### src/rtl/convert10to4.sv
// convert10to4: transmit-side 10-bit to 4-bit gearbox.
// 10-bit words enter through a valid/ready handshake. They leave as a continuous
// LSB-first stream of 4-bit chunks, one chunk per clock. A 16-bit bit buffer holds
// the bits that have not been sent; bit 0 of the buffer is the oldest bit.
//
// Handshake: a word transfers on a rising edge where din_valid and din_ready are
// both high. din_ready is combinational. It depends only on flush and on the fill
// level left after this edge's emit, and never on din_valid. The source may hold
// din_valid high for as long as it likes; only cycles with din_ready high consume
// a word.
module convert10to4 (
  input  logic       clk,
  input  logic       reset_n,
  input  logic       flush,
  input  logic [9:0] din,
  input  logic       din_valid,
  output logic       din_ready,
  output logic [3:0] dout,
  output logic       dout_valid,
  output logic       underrun
);

  // Buffered stream bits. Bits at positions >= fill_q are stale and never emitted.
  logic [15:0] bits_q;
  logic [4:0]  fill_q;
  // Set once the first chunk has gone out, so that an empty buffer counts as starvation.
  logic        primed_q;

  logic        emit;
  logic        accept;
  logic [4:0]  fill_post;
  logic [4:0]  fill_next;
  logic [15:0] bits_post;
  logic [15:0] ins_mask;
  logic [15:0] ins_data;
  logic [15:0] bits_next;

  // Work out this edge's emit and accept decisions and the next buffer contents.
  always_comb begin
    emit      = (fill_q >= 5'd4);
    fill_post = emit ? (fill_q - 5'd4) : fill_q;
    bits_post = emit ? {4'b0000, bits_q[15:4]} : bits_q;
    // Accepting only when at most 6 bits remain after the shift keeps the
    // buffer at 16 bits or fewer.
    din_ready = !flush && (fill_post <= 5'd6);
    accept    = din_valid && din_ready;
    // Place the new word directly above the bits that remain after the shift.
    ins_mask  = 16'h03ff << fill_post;
    ins_data  = {6'b000000, din} << fill_post;
    bits_next = accept ? ((bits_post & ~ins_mask) | ins_data) : bits_post;
    fill_next = accept ? (fill_post + 5'd10) : fill_post;
  end

  // Update the buffer and the registered outputs; flush and reset clear everything.
  always_ff @(posedge clk or negedge reset_n) begin
    if (!reset_n) begin
      bits_q     <= '0;
      fill_q     <= '0;
      primed_q   <= 1'b0;
      dout       <= '0;
      dout_valid <= 1'b0;
      underrun   <= 1'b0;
    end else if (flush) begin
      bits_q     <= '0;
      fill_q     <= '0;
      primed_q   <= 1'b0;
      dout       <= '0;
      dout_valid <= 1'b0;
      underrun   <= 1'b0;
    end else begin
      bits_q <= bits_next;
      fill_q <= fill_next;
      if (emit) begin
        dout       <= bits_q[3:0];
        dout_valid <= 1'b1;
        primed_q   <= 1'b1;
      end else begin
        // dout is forced to zero so that stale buffer bits never leak out.
        dout       <= '0;
        dout_valid <= 1'b0;
        if (primed_q) begin
          underrun <= 1'b1;
        end
      end
    end
  end

endmodule

### config.mk
export PLATFORM = sky130hd
export DESIGN_NAME = convert10to4
export DESIGN_NICKNAME = d
export VERILOG_FILES = /design/src/rtl/convert10to4.sv
export SDC_FILE = /design/constraint.sdc
export NUM_CORES = 1
export LEC_CHECK = 0
export CAP_MARGIN = 40
export CORE_ASPECT_RATIO = 0.5
export CORE_MARGIN = 3
export CORE_UTILIZATION = 40
export DETAILED_ROUTE_END_ITERATION = 6
export RECOVER_POWER = 100
export SLEW_MARGIN = 30
export SYNTH_ARGS = -nofsm -noshare
export SYNTH_HDL_FRONTEND = slang
export SYNTH_SLANG_ARGS = --single-unit
### constraint.sdc
create_clock -name clk -period 5 [get_ports clk]
set_input_delay 0.75 -clock clk [delete_from_list [all_inputs] [get_ports clk]]
set_output_delay 0.75 -clock clk [all_outputs]
set_load 0.01 [all_outputs]
==> summary.md, run 1 <==
| Metric | Value |
|---|---|
| Maximum VDD drop | `0.244 mV` |
| Row cnt | `16` |
| Clock Skews | `0.00757 ns` |
| Min Tclk post-route | `3.77 ns` |
| Final core occ | `49.1%` |
| Multi-input gate area | `983 sq um` |
| Max-Slew Margin vs Limit | `1.54%` |
| Vias | `1,523` |
| CP Launch Point | `fill_q[2]$_DFF_PN0_` |
| Syn Area/Cell | `9.07 sq um` |
| Vert. Die Dim | `53.4 um` |
| Cell Area, Synth | `1800 sq um` |
| I/O pin count | `21` |
| Synth warnings | `0` |
| Clk buf depth | `2` |
| Clk Latency, worst-skew pair | `0.28 ns` |
| Routed WL | `4470 um` |
| First-pass GRT wire length | `7520 um` |
| Internal power | `0.601 mW` |
| Reg clk slew, reported paths | `0.10 ns` |
| Clock network power share | `11.4%` |
| P&R area growth vs syn | `12.3%` |
| ANT nets after route | `0` |
| DP HPWL | `3270 um` |
| #FFs+latches synth | `27` |
| Chip Width | `101 um` |
| H-tree Lvls | `1` |
| Clk Tree Root Cell | `clkbuf_8` |
| Max capacitance violation total | `0` |
| Tot GR Track Use | `18.3%` |
| Layout filler cell count | `386` |
| Die footprint | `5380 sq um` |
| Mapped Nets | `219` |
| Post-CTS Setup Inserts | `0` |
| Worst setup endpoint | `din_ready` |
| Worst r2r path cells | `7` |
| EDFF count, synth | `0` |
| Final period util | `75.4%` |
| Setup violators final | `0` |
| Hold_buf cts | `0` |
| CP Class | `reg2out` |
| Most frequent cells in the layout | `27 x dfrtp_1, 24 x nand2_1, 22 x nor2_1` |
| Register Area | `676 sq um` |
| Status | `completed` |
| Hold Path Class | `reg2reg` |
| Vias in the first global route | `1,440` |
| Final Power | `1.17 mW` |
| Final hold vios | `0` |
| R2R Path Start | `fill_q[2]$_DFF_PN0_` |
| I/O Buffers | `20` |
| Sink Count | `27` |
| Pwr Density | `579 nW/um^2` |
| RSZ-0062 raised after global routing | `no` |
| R2R Setup Slk | `1.53 ns` |
| Starting density of the core | `43.8%` |
| Grt total ovfl | `0` |
| Required @ worst endpoint | `4.25 ns` |
| Layout cell share with drive strength beyond 1 | `5.66%` |
| Core area | `4100 sq um` |
| Netlist cell types | `51` |
| # DRC | `0` |
| Cts bufs inserted | `3` |
| Max Transition Viols Final | `0` |
| Reg power frac | `30.6%` |
| Startpoint types | `register` |
| Most common cell after layout, fill and taps aside | `dfrtp_1` |
| R2r endpoint | `bits_q[0]$_DFF_PN0_` |
| Largest net degree at the start of global routing | `28` |
| Worst slew pin tran | `1.48 ns` |
| Post-synthesis sequential area ratio | `37.6%` |
| Nets@finish | `234` |
| Switching Power | `0.567 mW` |
| Number of antenna violations at the first check in global routing | `0` |
| Arrival @ worst endpoint | `3.02 ns` |
| Post-CTS Resized | `0` |
| LEAKAGE | `0.877 nW` |
| Routability Congestion | `0.865` |
| Switching share of power | `48.6%` |
| Initial DRT Pass Iterations | `4` |
| Crit-path max FO | `15` |
| CP Capture Type | `output pin` |
| Via density per instance | `5.73` |
| Gate power share | `58.0%` |
| Avg WL per Cell | `16.8 um` |
| Async SR Flop Fraction | `100%` |
| CTS tree | `done` |
| Design Area, Final | `2020 sq um` |
| Diodes inserted | `0` |
| Synth Flop Type | `dfrtp_1` |
| Initial DRC Count | `153` |
| Placed Area | `2010 sq um` |
| Mapped Cells | `198` |
| Fmax | `265 MHz` |
| Total negative slack | `0 ns` |
-- critical path, stage by stage (launching register included) --
cell	delay [ns]
dfrtp_1	0.60
o21ba_1	0.39
ha_1	0.30
or4_1	0.50
nand3_1	0.18
nand2_1	0.07
nor2_1	0.08
dlygate4sd3_1	0.61
-- power by group through the flow --
stage,logic [mW],registers (mW),clock network [mW]
5_1_grt,0.757,0.366,0.145
4_1_cts,0.723,0.358,0.136
3_5_place_dp,0.717,0.362,0
6_report,0.678,0.357,0.133
3_3_place_gp,0.720,0.359,0
2_1_floorplan,0.583,0.324,0
-- Yosys cell counts (2+ instances only) --
master    count  area [sq um]
a311oi_1      2          17.5
a22oi_1       2          15.0
clkbuf_1      6          22.5
and2_1        4          25.0
inv_1         6          22.5
mux2_2        3          33.8
o31ai_1       6          45.0
o32ai_1       2          17.5
dfrtp_1      27           676
buf_2         2          10.0
nor2b_1       2          12.5
nor2_1       22          82.6
buf_4         3          22.5
nand3_1      10          50.1
nand2b_1      4          25.0
a31oi_1       2          12.5
ha_1          7          87.6
nand2_1      24          90.1
o22ai_1       3          18.8
a221o_1       2          20.0
o21ai_0       6          30.0
a21oi_1      10          50.1
o211ai_1      3          22.5
mux2i_1      13           130
-- routing by layer --
metal / GRT usage, % / routed length [um]
met4: 3.58 / 24
met3: 3.95 / 263
met1: 26.3 / 2250
met5: 0 / 0
met2: 28.3 / 1930
-- registers in the layout, summed over array words and instances, names as in the netlist --
register    cells
dout            4
underrun        1
bits_q         16
fill_q          4
dout_valid      1
primed_q        1
-- area by class of cell --
cell class	instances	share of cell area (%)
clock buffers	3	2.05
clock inverters	1	0.372
inverters	7	1.30
multi-input cells	151	48.8
flip-flops and latches	27	33.5
well taps	54	3.35
repair buffers	23	10.7
-- cell families after synthesis --
group / count (synthesis) / share of synthesized area, %
mux: 16 / 9.13
buf+inv: 20 / 5.57
fa+ha+maj: 7 / 4.88
flops: 27 / 37.6
compound gates: 50 / 20.4
xor+xnor: 1 / 0.488
simple gates: 77 / 21.9
-- how the worst min path moves through the flow --
stage                         startpoint                   end  slack (ns)  depth (start not counted)
floorplan                        reset_n   bits_q[0]$_DFF_PN0_        0.45                          0
global placement     bits_q[3]$_DFF_PN0_     dout[3]$_DFF_PN0_        0.47                          1
detailed placement  bits_q[13]$_DFF_PN0_  bits_q[13]$_DFF_PN0_        0.47                          2
CTS                 bits_q[13]$_DFF_PN0_  bits_q[13]$_DFF_PN0_        0.49                          2
global route         bits_q[3]$_DFF_PN0_     dout[3]$_DFF_PN0_        0.50                          1
finish               bits_q[1]$_DFF_PN0_     dout[1]$_DFF_PN0_        0.49                          1
-- stage by stage --
step	instances	hold WS, ns	setup slack [ns]
after floorplan	198	0.449	2.09
after global placement	262	0.465	1.78
after detailed placement	262	0.469	1.73
after CTS	266	0.492	1.39
after global routing	266	0.502	1.06
final	266	0.486	1.23
No activity file was read; power rests on OpenSTA's default activity.
==> run 2, diff against run 1 <==
==> constraint.sdc (replaced) <==
create_clock -name clk -period 3.75 [get_ports clk]
set_input_delay 0.5625 -clock clk [delete_from_list [all_inputs] [get_ports clk]]
set_output_delay 0.5625 -clock clk [all_outputs]
set_load 0.01 [all_outputs]
==> summary.md, run 2 (same netlist as run 1, synthesis figures left out) <==
| Metric | Value |
|---|---|
| Status | `completed` |
| DP HPWL | `3360 um` |
| Most common cell after layout, fill and taps aside | `dfrtp_1` |
| Clock Skews | `0.00474 ns` |
| Worst slew pin tran | `1.45 ns` |
| CP Class | `reg2out` |
| Startpoint types | `register` |
| H-tree Lvls | `1` |
| Number of flip-flops in the largest register | `16` |
| Pre-CTS WS | `0.672 ns` |
| First-pass GRT wire length | `7590 um` |
| Starting density of the core | `43.8%` |
| Fmax | `288 MHz` |
| Min Tclk post-route | `3.47 ns` |
| Nets@finish | `235` |
| Fin worst setup slack | `0.282 ns` |
| Via density per instance | `5.86` |
| Clk buf depth | `2` |
| CP Capture Type | `output pin` |
| Total negative slack | `0 ns` |
| Number of antenna violations at the first check in global routing | `0` |
| Cts bufs inserted | `3` |
| Largest net degree at the start of global routing | `28` |
| Tot GR Track Use | `18.4%` |
| Hold_buf cts | `0` |
| Die footprint | `5380 sq um` |
| Maximum VDD drop | `0.371 mV` |
| P&R area growth vs syn | `12.8%` |
| Avg WL per Cell | `17.0 um` |
| LEAKAGE | `0.877 nW` |
| Final period util | `92.5%` |
| ANT nets after route | `0` |
| CP Launch Point | `fill_q[2]$_DFF_PN0_` |
| Row cnt | `16` |
| Required @ worst endpoint | `3.19 ns` |
| I/O pin count | `21` |
| R2R Path Start | `fill_q[2]$_DFF_PN0_` |
| Vias | `1,564` |
| Initial DRC Count | `111` |
| Placed cells | `263` |
| Pwr Density | `778 nW/um^2` |
| Post-CTS Setup Inserts | `0` |
| Hold path startpoint | `underrun$_DFFE_PN0P_` |
| Vert. Die Dim | `53.4 um` |
| Setup violators final | `0` |
| CTS tree | `done` |
| Largest registers | `bits_q (16), dout (4), fill_q (4)` |
| Routability Congestion | `0.855` |
| Core area | `4100 sq um` |
| Max capacitance violation total | `0` |
| # DRC | `0` |
| RSZ-0062 raised after global routing | `no` |
| Most frequent cells in the layout | `27 x dfrtp_1, 24 x nand2_1, 22 x nor2_1` |
| Clk Tree Root Cell | `clkbuf_8` |
| Arrival @ worst endpoint | `2.91 ns` |
| Max-Slew Margin vs Limit | `3.38%` |
| I/O Buffers | `20` |
| Routed WL | `4540 um` |
| Post-CTS Resized | `0` |
| Grt total ovfl | `0` |
| Clk Latency, worst-skew pair | `0.28 ns` |
| Vias in the first global route | `1,501` |
| Chip Width | `101 um` |
| Reg clk slew, reported paths | `0.10 ns` |
| Sink Count | `27` |
| Max Transition Viols Final | `0` |
| Final hold vios | `0` |
| Largest Register | `bits_q` |
| Initial DRT Pass Iterations | `4` |
| Final non-filler cell total | `267` |
| Layout cell share with drive strength beyond 1 | `6.57%` |
| Hold Path Class | `reg2reg` |
| Crit-path max FO | `15` |
| Diodes inserted | `0` |
==> run 2: changes by cell type in the layout (fill, tap and decap cells not counted), sizes merged <==
| cell | change |
|---|---|
| buf | +1 |
==> run 2: metrics by stage <==
stage | utilization, % | power, mW | instance area (sq um) | hold WS [ns]
2_1_floorplan | - | 1.21 | 1800 | 0.267
3_3_place_gp | 49.2 | 1.45 | 2020 | 0.465
3_5_place_dp | 49.2 | 1.46 | 2020 | 0.482
4_1_cts | 50.4 | 1.64 | 2070 | 0.505
5_1_grt | 49.3 | 1.70 | 2020 | 0.529
6_report | 49.3 | 1.57 | 2020 | 0.495
==> run 2: final cells by class <==
type | instances | area, sq um
Clock buffer | 3 | 41.3
Clock inverter | 1 | 7.51
Fill cell | 403 | 2080
Inverter | 7 | 26.3
Multi-Input combinational cell | 151 | 983
Sequential cell | 27 | 676
Tap cell | 54 | 67.6
Timing Repair Buffer | 24 | 223
==> run 2: metal layers <==
metal,share of wire (%),routed length [um],GRT usage [%],vias up
met4,0.88,40,3.13,0
li1,-,-,-,744
met5,0,0,0,-
met3,6.3,284,4.47,4
met2,45,2040,29.7,52
met1,48,2180,25.3,764
==> run 2: worst paths after layout <==
kind,endpoint,slack [ns],cells past startpoint
min in group asynchronous,dout[1]$_DFF_PN0_,1.14,2
worst min register to register,underrun$_DFFE_PN0P_,0.49,2
worst min-delay path,underrun$_DFFE_PN0P_,0.49,2
max in group asynchronous,bits_q[14]$_DFF_PN0_,1.77,2
worst max-delay path,din_ready,0.28,7
worst max register to register,bits_q[0]$_DFF_PN0_,0.42,7
==> run 2: power breakdown <==
| group | internal (mW) | total [mW] | switching [mW] |
|---|---|---|---|
| Sequential | 0.381 | 0.454 | 0.0721 |
| Combinational | 0.350 | 0.945 | 0.596 |
| Clock | 0.0756 | 0.176 | 0.100 |
| Total | 0.807 | 1.57 | 0.768 |
==> run 2: critical path, stage by stage (launching register included) <==
cell and delay [ns]:
dfrtp_1 0.59, o21ba_2 0.33, ha_1 0.26, or4_1 0.50, nand3_1 0.18, nand2_1 0.07
nor2_1 0.08, dlygate4sd3_1 0.61
==> run 3, diff against run 2 <==
--- a/config.mk
+++ b/config.mk
@@ -6,10 +6,10 @@
 export NUM_CORES = 1
 export LEC_CHECK = 0
 export CAP_MARGIN = 40
-export CORE_ASPECT_RATIO = 0.5
-export CORE_MARGIN = 3
+export CORE_MARGIN = 8
 export CORE_UTILIZATION = 40
 export DETAILED_ROUTE_END_ITERATION = 6
+export GPL_TIMING_DRIVEN = 0
 export RECOVER_POWER = 100
 export SLEW_MARGIN = 30
 export SYNTH_ARGS = -nofsm -noshare
==> summary.md, run 3 (same netlist as run 1, synthesis figures left out) <==
| Metric | Value |
|---|---|
| Status | `completed` |
| Largest net degree at the start of global routing | `28` |
| Core area | `4350 sq um` |
| Reg clk slew, reported paths | `0.09 ns` |
| Chip Width | `83.0 um` |
| Largest Register | `bits_q` |
| Clk Tree Root Cell | `clkbuf_8` |
| Hold_buf cts | `0` |
| Startpoint types | `register` |
| Clock Skews | `0.000679 ns` |
| Tot GR Track Use | `13.6%` |
| CP Capture Type | `output pin` |
| Final core occ | `46.9%` |
| Layout cell share with drive strength beyond 1 | `7.27%` |
| CP Launch Point | `fill_q[3]$_DFF_PN0_` |
| Clk buf depth | `2` |
| First-pass GRT wire length | `7930 um` |
| R2R Path Start | `fill_q[3]$_DFF_PN0_` |
| Setup violators final | `0` |
| P&R area growth vs syn | `13.8%` |
| Avg WL per Cell | `17.5 um` |
| Clk Latency, worst-skew pair | `0.27 ns` |
| Post-CTS Resized | `0` |
| Crit-path max FO | `15` |
| Vias | `1,614` |
| H-tree Lvls | `1` |
| # DRC | `0` |
| Worst path bufs/invs | `2` |
| Register Area | `676 sq um` |
| Sink Count | `27` |
| Worst slew pin tran | `1.39 ns` |
| CP Class | `reg2out` |
| Initial DRT Pass Iterations | `5` |
| Via density per instance | `5.93` |
| Multi-input gate area | `983 sq um` |
| Max capacitance violation total | `0` |
| Total negative slack | `0 ns` |
| LEAKAGE | `0.890 nW` |
| Die footprint | `6890 sq um` |
| Min Tclk post-route | `3.44 ns` |
| Fmax | `290 MHz` |
| Pre-CTS WS | `0.338 ns` |
| CTS tree | `done` |
| Cts bufs inserted | `3` |
| CP max stage cell | `clkdlybuf4s50_1` |
| Final hold vios | `0` |
| Most common cell after layout, fill and taps aside | `dfrtp_1` |
| I/O Buffers | `20` |
| Hold Path Class | `reg2reg` |
| Most frequent cells in the layout | `27 x dfrtp_1, 24 x nand2_1, 22 x nor2_1` |
| Routed WL | `4750 um` |
| Vias in the first global route | `1,579` |
| Grt total ovfl | `0` |
| Largest registers | `bits_q (16), dout (4), fill_q (4)` |
| Largest delay contributor family on the critical path | `simple AND/OR/NAND/NOR gates` |
| Maximum VDD drop | `0.336 mV` |
| Hold path startpoint | `bits_q[1]$_DFF_PN0_` |
| I/O pin count | `21` |
| Critical-path cell list | `clkbuf_1 -> o21ba_2 -> ha_1 -> or4_1 -> nand3_1 -> nand2_1 -> nor2_1 -> clkdlybuf4s50_1` |
| Pwr Density | `783 nW/um^2` |
| Critical path's largest stage delay | `0.54 ns` |
| RSZ-0062 raised after global routing | `no` |
| Fin worst setup slack | `0.308 ns` |
| Max Transition Viols Final | `0` |
| DP HPWL | `3590 um` |
| Number of antenna violations at the first check in global routing | `0` |
| Row cnt | `24` |
| Nets@finish | `242` |
| Initial DRC Count | `161` |
| Diodes inserted | `0` |
| Number of flip-flops in the largest register | `16` |
| Required @ worst endpoint | `3.19 ns` |
| Routability Congestion | `0.885` |
| ANT nets after route | `0` |
| Hold slack | `0.485 ns` |
| Vert. Die Dim | `83.0 um` |
| Arrival @ worst endpoint | `2.88 ns` |
| Max-Slew Margin vs Limit | `7.18%` |
| Starting density of the core | `41.2%` |
| Layout filler cell count | `421` |
| Final period util | `91.8%` |
run 3: layout make-up:
cell class,instances,area share [%]
Tap cell,52,3.18
Clock buffer,4,2.20
Sequential cell,27,33.1
Multi-Input combinational cell,151,48.1
Timing Repair Buffer,20,9.49
Inverter,7,1.29
Buffer,11,2.63
run 3: power by group:
part	leakage (nW)	internal (mW)	switching (mW)
Combinational	0.498	0.377	0.625
Sequential	0.369	0.382	0.0529
Clock	0.0228	0.0761	0.0876
Total	0.890	0.835	0.766
run 3: worst reg2reg max path: stages (launching register included):
cell and delay [ns]:
dfrtp_1 0.39, clkbuf_1 0.21, o21ba_2 0.38, ha_1 0.26, or4_1 0.49, and3_1 0.23, nor3b_1 0.86, a221oi_2 0.16
a41o_1 0.24
run 3: path summary, 6_finish.rpt:
check,endpoint,slack [ns],cells after the start
max reg2reg,bits_q[0]$_DFF_PN0_,0.42,8
min reg2reg,dout[1]$_DFF_PN0_,0.49,1
min in group asynchronous,bits_q[8]$_DFF_PN0_,0.59,1
max in group asynchronous,fill_q[1]$_DFFE_PN0P_,2.34,1
max,din_ready,0.31,8
min,dout[1]$_DFF_PN0_,0.49,1
run 3: per-stage QoR:
stage          cell area, sq um  total power [mW]  instances
6_report                   2040              1.60        272
4_1_cts                    2100              1.66        274
5_1_grt                    2040              1.74        272
3_5_place_dp               2060              1.49        270
2_1_floorplan              1800              1.21        198
3_3_place_gp               2060              1.50        270
run 3: layer usage:
metal / part of all wire (%) / up-vias / wire length [um] / track usage, %
met5: 0 / - / 0 / 0
met4: 1.1 / 0 / 53 / 3.04
met3: 5.4 / 6 / 258 / 2.44
met2: 48 / 68 / 2270 / 21.9
met1: 46 / 778 / 2170 / 18.2
li1: - / 762 / - / -
run 3: timing repair:
action / 4_1_cts / 5_1_grt
endpoints found under the setup margin: 0 / 1
buffers inserted: 0 / 0
endpoints found under the hold margin: 0 / 0
